## src/rtl/loader_pkg.sv

```systemverilog
// loader_pkg: shared state encoding and default sizing for the instruction-memory loader
package loader_pkg;
  localparam int ADDR_W_DEF = 12;
  localparam int TIMEOUT_DEF = 255;
  typedef enum logic [2:0] {IDLE, WAIT_WORD, WRITE, DONE, ERROR} state_t;
endpackage

```

## src/rtl/wait_timer.sv

```systemverilog
// wait_timer: counts cycles of an outstanding write; expired flags the last allowed cycle
module wait_timer #(
  parameter int TIMEOUT = 255
) (
  input  logic clk,
  input  logic rst,
  input  logic load,
  input  logic enable,
  output logic expired
);
  localparam int W = $clog2(TIMEOUT + 1);
  logic [W-1:0] cnt;
  always_ff @(posedge clk or posedge rst)
    if (rst) cnt <= '0;
    else if (load) cnt <= '0;
    else if (enable && !expired) cnt <= cnt + 1'b1;
  assign expired = cnt == W'(TIMEOUT - 1);
endmodule

```

## src/rtl/imem_loader.sv

```systemverilog
// imem_loader: streams a program into instruction memory while holding the core in reset
module imem_loader
  import loader_pkg::*;
#(
  parameter int ADDR_W = ADDR_W_DEF,
  parameter int TIMEOUT = TIMEOUT_DEF
) (
  input  logic              clk,
  input  logic              rst,
  input  logic              start,
  input  logic [ADDR_W:0]   word_count,
  input  logic              word_valid,
  input  logic [31:0]       word_data,
  output logic              word_ready,
  output logic              mem_request,
  output logic              mem_we_re,
  output logic [ADDR_W-1:0] mem_address,
  output logic [31:0]       mem_data_in,
  output logic [3:0]        mem_mask,
  input  logic              mem_valid,
  output logic              core_rst,
  output logic              busy,
  output logic              done,
  output logic              error
);
  state_t state, state_nx;
  logic [ADDR_W-1:0] addr;
  logic [ADDR_W:0] rem;
  logic [31:0] data;
  logic expired, go, too_big, hs, ack, last;
  assign go = start && (state == IDLE || state == DONE || state == ERROR);
  assign too_big = word_count > {1'b1, {ADDR_W{1'b0}}};
  assign hs = state == WAIT_WORD && word_valid;
  assign ack = state == WRITE && mem_valid;
  assign last = rem == {{ADDR_W{1'b0}}, 1'b1};
  wait_timer #(.TIMEOUT(TIMEOUT)) u_timer (
    .clk(clk), .rst(rst), .load(hs), .enable(mem_request), .expired(expired)
  );
  always_comb begin
    state_nx = state;
    if (go) state_nx = too_big ? ERROR : (word_count == '0 ? DONE : WAIT_WORD);
    else if (hs) state_nx = WRITE;
    else if (ack) state_nx = last ? DONE : WAIT_WORD;
    else if (state == WRITE && expired) state_nx = ERROR;
  end
  // addr saturates on the final word so the address never wraps past the top of memory
  always_ff @(posedge clk or posedge rst)
    if (rst) begin
      state <= IDLE;
      addr <= '0;
      rem <= '0;
      data <= '0;
    end else begin
      state <= state_nx;
      if (go) begin
        addr <= '0;
        rem <= too_big ? '0 : word_count;
      end
      if (hs) data <= word_data;
      if (ack) begin
        rem <= rem - 1'b1;
        if (!last) addr <= addr + 1'b1;
      end
    end
  assign word_ready = state == WAIT_WORD;
  assign mem_request = state == WRITE;
  assign mem_we_re = mem_request;
  assign mem_mask = mem_request ? 4'hF : 4'h0;
  assign mem_address = addr;
  assign mem_data_in = data;
  assign busy = word_ready || mem_request;
  assign done = state == DONE;
  assign error = state == ERROR;
  assign core_rst = !done;
endmodule
```

## config.mk

```make
export PLATFORM = sky130hd
export DESIGN_NAME = imem_loader
export DESIGN_NICKNAME = d
export VERILOG_FILES = /design/src/rtl/loader_pkg.sv /design/src/rtl/wait_timer.sv /design/src/rtl/imem_loader.sv
export SDC_FILE = /design/constraint.sdc
export NUM_CORES = 1
export LEC_CHECK = 0
export BUFFER_PORTS_ARGS = -buffer_cell sky130_fd_sc_hd__buf_2
export CAP_MARGIN = 20
export CORE_MARGIN = 1.5
export CORE_UTILIZATION = 40
export DETAILED_ROUTE_END_ITERATION = 10
export PLACE_DENSITY = 0.76
export REMOVE_ABC_BUFFERS = 1
export SYNTH_ARGS = -nofsm -noshare
export SYNTH_HDL_FRONTEND = slang
export SYNTH_SLANG_ARGS = --single-unit
```

## constraint.sdc

```tcl
create_clock -name clk -period 3.1 [get_ports clk]
set_input_delay 0.62 -clock clk [delete_from_list [all_inputs] [get_ports clk]]
set_output_delay 0.62 -clock clk [all_outputs]
set_load 0.005 [all_outputs]
```

**After elaboration in Yosys (flattened, before gate mapping)**

Index checks and enable logic that the tools add are counted.

- Register bits: 68
- Input bits: 50
- Output and inout port bits: 55
- Word-level logic and storage cells: 46

- Add/sub/neg operators: 3
- Order comparisons: 1
- Equal/unequal tests: 6
- Multiplexer cells: 16
- Reductions and logical operators: 15

Operator list:

| cell | number |
|---|---|
| $mux W13 | 3 |
| $mux W12 | 3 |
| $mux W8 | 2 |
| $mux W3 | 5 |
| $eq A13 B1 Y1 const B | 1 |
| $gt A13 B13 Y1 const B | 1 |
| $logic_not A13 Y1 | 1 |
| $sub A13 B1 Y13 const B | 1 |
| $add A12 B1 Y12 const B | 1 |
| $add A8 B1 Y8 const B | 1 |
| $eq A8 B8 Y1 const B | 1 |
| $eq A3 B2 Y1 const B | 2 |
| $logic_and A1 B1 Y1 | 5 |
| $mux W2 | 2 |
| $mux W4 | 1 |
| $reduce_bool A2 Y1 | 2 |
| $reduce_bool A4 Y1 | 1 |
| $eq A3 B1 Y1 const B | 1 |
| $eq A3 B3 Y1 const B | 1 |
| $logic_not A3 Y1 | 1 |
| $logic_or A1 B1 Y1 | 3 |
| $logic_not A1 Y1 | 2 |

**Depth between registers and ports, before layout**

- Depth in word-level cells: 7
- Mapped depth: 7
- Gate-level depth less buffers: 6

**Cells and area by module**

A second synthesis with hierarchy kept.

- Cells, all modules: 316
- Area total of the unflattened synthesis: 3519.6 sq um

Modules (own cells, without submodules):

| module | instances | cells an instance | area each (sq um) | sequential area each (sq um) |
|---|---|---|---|---|
| imem_loader | 1 | 264 | 3030.4 | 1501.4 |
| wait_timer | 1 | 52 | 489.2 | 200.2 |

**Worst setup path after synthesis**

OpenSTA, ideal clock, no wires.

- Path kind: register to register
- Start point: reg rem[7]
- End point: reg addr[8], in the netlist mem_address[8]
- Library setup time: 0.124 ns
- Arrival time: 1.842 ns
- Data required time: 2.976 ns
- Setup slack: 1.134 ns
- Cell stages (with the launch flop): 7
- Buffers on the path: 2
- Clock period less this slack: 1.966 ns
- Cell sequence: dfrtp_1 > buf_6 > or4_4 > buf_6 > o41ai_4 > or4_2 > nand2_1

- Longest elaborated chain between the ends: 3

Ends and longest elaborated chain:

| item | line | source |
|---|---|---|
| start, declared | imem_loader.sv:28 | `logic [ADDR_W:0] rem;` |
| start signal, assigned | imem_loader.sv:57 | `rem <= too_big ? '0 : word_count;` |
| start signal, assigned | imem_loader.sv:61 | `rem <= rem - 1'b1;` |
| $eq A13 B1 Y1 | imem_loader.sv:35 | `assign last = rem == {{ADDR_W{1'b0}}, 1'b1};` |
| $mux W12 | imem_loader.sv:62 | `if (!last) addr <= addr + 1'b1;` |
| $mux W12 | imem_loader.sv:60 | `if (ack) begin` |
| end signal, assigned | imem_loader.sv:62 |  |
| end, declared | imem_loader.sv:27 | `logic [ADDR_W-1:0] addr;` |

No other way between the ends.
A chain may end at the register's enable or synchronous reset.

**Worst setup path in the final report**

- Start point: reg state[0]
- End point: out mem_mask[3]

- Longest elaborated chain between the ends: 2

Ends and longest elaborated chain:

| item | line | source |
|---|---|---|
| start, declared | imem_loader.sv:26 | `state_t state, state_nx;` |
| start signal, assigned | imem_loader.sv:54 | `state <= state_nx;` |
| $eq A3 B2 Y1 | imem_loader.sv:66 | `assign mem_request = state == WRITE;` |
| $mux W4 | imem_loader.sv:68 | `assign mem_mask = mem_request ? 4'hF : 4'h0;` |
| end, declared | imem_loader.sv:19 | `output logic [3:0] mem_mask,` |

No other way between the ends.

==> qor.txt <==
All-Layer GR Usage: 0.189
largest net degree at the start of global routing: 38
global-route wire length before repair: 13.4 mm
Cell Rows: 33
CTS tree: built
latest clock arrival within the worst-skew pair: 0.34 ns
core box area: 0.00822 mm2
Slew Viols, Final: 0
Synth Flop Type: dfrtp_1
mapped cell area: 0.00339 mm2
htree depth: 3
# DRC: 0
Setup TNS: 0 ns
Seq/Total Area, Yosys: 0.502
Initial DRT Pass Iterations: 4
synth top area cells: dfrtp_1, nand2_1, nand3_1, nor4_1, o21ai_0
# IOs: 105
vias per cell: 5.34
Fill cells: 780
buffers added on ports: 104
# setup viols final: 0
final number of hold-violating endpoints: 0
Routed Wire Length: 8.21 mm
Worst Max-Slew Pin Slew: 0.914 ns
required time worst endpoint: 2.48 ns
dpl cells: 568
GRT overflow: 0
routed vias: 3,121
die area: 0.00903 mm2
post-synth top area share: 0.502
clk_skew: 0.00885 ns
clock slew at reported path FFs: 0.08 ns
syn_area_per_cell: 9.06 um2
HPWL Detailed: 6.06 mm
number of synthesized flops with an enable pin: 0
initial core utilization: 0.413
hold crit path type: in2async
final hold slack: 0.416 ns
CTS Buf Count: 9
Yosys top cell by area: dfrtp_1
list of most frequent post-synthesis cells: nand2_1, dfrtp_1, nand3_1
postcts setup bufs: 0
Worst R2R Start: state[0]$_DFFE_PP0P_
Critical Path End Type: primary output
die width: 95.1 um
final cell count without fillers: 584
synthesis-stage register bit count: 68
Slew HR: 0.391
number of global-route vias before repair: 2,842
PwrDens: 862 mW/mm2
CTS resizes: 0
Placed Area: 0.00399 mm2
Die Ht: 95.1 um
Area Growth Syn to Fin: 24.2%
Async S/R FF share, synth: 1.00
Synth warnings: 0
Post-Syn Instances: 374
final worst path period need: 2.36 ns
Root Driver: clkbuf_8
share of cells above drive strength 1: 0.282
CP Cell Sequence: or3b_1 -> inv_1 -> buf_2
Setup CP Type: reg2out
LEAKAGE: 2.18 nW
1st-iter DRT viols: 141
worst-path fanout max: 9
design area: 0.00421 mm2
Distinct cells, synth: 55
MaxCap Viol Count: 0
CTS sink count: 68
Crit path largest cell delay: 0.52 ns
worst r2r path cells: 5
Critical Path Start Type: flip-flop
status: complete, no violations
number of diodes: 0
maximum vdd drop: 364 uV
final core utilization: 0.512
clock buffer depth: 2
Final Cycle Share: 0.760
RePlAce Congestion: 0.864
wire length per cell: 14.1 um
antenna viol nets, final: 0
Arr. time, crit path: 1.74 ns
nets@finish: 529
slowest CP cell: or3b_1
antenna violations before repair: 0
CTS Hold Bufs: 0
RSZ-0062 raised after global routing: false
most numerous cell in the Yosys netlist: nand2_1
Max Clk Rate: 424 MHz
Setup crit start: state[0]$_DFFE_PP0P_
## per-stage QoR
stage / setup slack (ns) / power [mW]
floorplan: 0.414 / 2.23
global placement: 0.996 / 2.77
detailed placement: 0.926 / 2.83
CTS: 0.733 / 3.67
global route: 0.644 / 3.94
finish: 0.744 / 3.63
## worst paths after layout
path | endpoint | slack (ns)
setup reg to reg | u_timer.cnt[4]$_DFFE_PP0P_ | 0.95
min in group clk | mem_data_in[31]$_DFFE_PP0P_ | 0.47
hold reg to reg | mem_data_in[10]$_DFFE_PP0P_ | 0.48
hold / removal | mem_data_in[4]$_DFFE_PP0P_ | 0.42
max in group asynchronous | rem[2]$_DFFE_PP0P_ | 2.03
setup / recovery | mem_mask[3] | 0.74
## critical path: cells and delay by family (launching register included)
family | cells | cell delay, ns
AND/OR/NAND/NOR | 1 | 0.52
flip-flops | 1 | 0.47
buffers and inverters | 2 | 0.41
## metal layers
layer | GRT usage | wire [um] | part of all wire | up-vias
met2 | 0.311 | 3720 | 0.45 | 148
met3 | 0.0391 | 618 | 0.075 | 10
li1 | - | - | - | 1519
met1 | 0.253 | 3790 | 0.46 | 1444
met4 | 0.0510 | 80 | 0.0097 | 0
met5 | 0 | 0 | 0 | -
## flip-flops by register name, indices dropped and copies added, names as in the netlist
| signal | flops |
|---|---|
| mem_data_in | 32 |
| rem | 13 |
| mem_address | 12 |
| state | 3 |
| u_timer.cnt | 8 |
## cell type report
cell class / count / area, um2 / share of cell area
clock buffer: 10 / 138 / 0.0327
clock inverter: 6 / 86.3 / 0.0205
inverter: 8 / 30.0 / 0.00713
multi-input combinational: 277 / 1540 / 0.367
sequential: 68 / 1700 / 0.404
tap: 105 / 131 / 0.0312
timing repair buffer: 110 / 578 / 0.137
## power by group
| group | switching [mW] | internal (mW) | leakage (nW) | total, mW |
|---|---|---|---|---|
| combinational | 0.783 | 0.572 | 1.19 | 1.35 |
| sequential | 0.263 | 1.19 | 0.878 | 1.46 |
| clock | 0.344 | 0.475 | 0.113 | 0.819 |
| total | 1.39 | 2.24 | 2.18 | 3.63 |
## logic make-up (layout without fill, tap and decap cells)
logic type                 Yosys count  after routing  synth area share
xor gates and xnor gates             5              5            0.0129
AOI/OAI and AO/OA                   64             64             0.132
DFF                                 68             68             0.502
and+or+nand+nor                    197            197             0.274
adders and majority gates            5              5            0.0185
muxes                                6              6            0.0181
buffers and inverters               29            134            0.0424
## cells in the final DEF, fill, tap and decap left out, types with 3 or more instances in the layout
master	n
a21oi_1	12
a221o_1	3
a31oi_1	3
and2_1	3
and3_1	5
buf_2	104
buf_4	5
clkbuf_8	10
dfrtp_1	68
ha_1	5
inv_1	7
mux2i_1	5
nand2_1	114
nand3_1	15
nand4_1	7
nor2_1	11
nor3_1	7
nor3b_1	3
nor4_1	11
o211ai_1	6
o21ai_0	13
o21ai_1	4
o31ai_1	4
or3_1	4
or4_1	4
xor2_1	3
(Power assumes the default switching activity.)
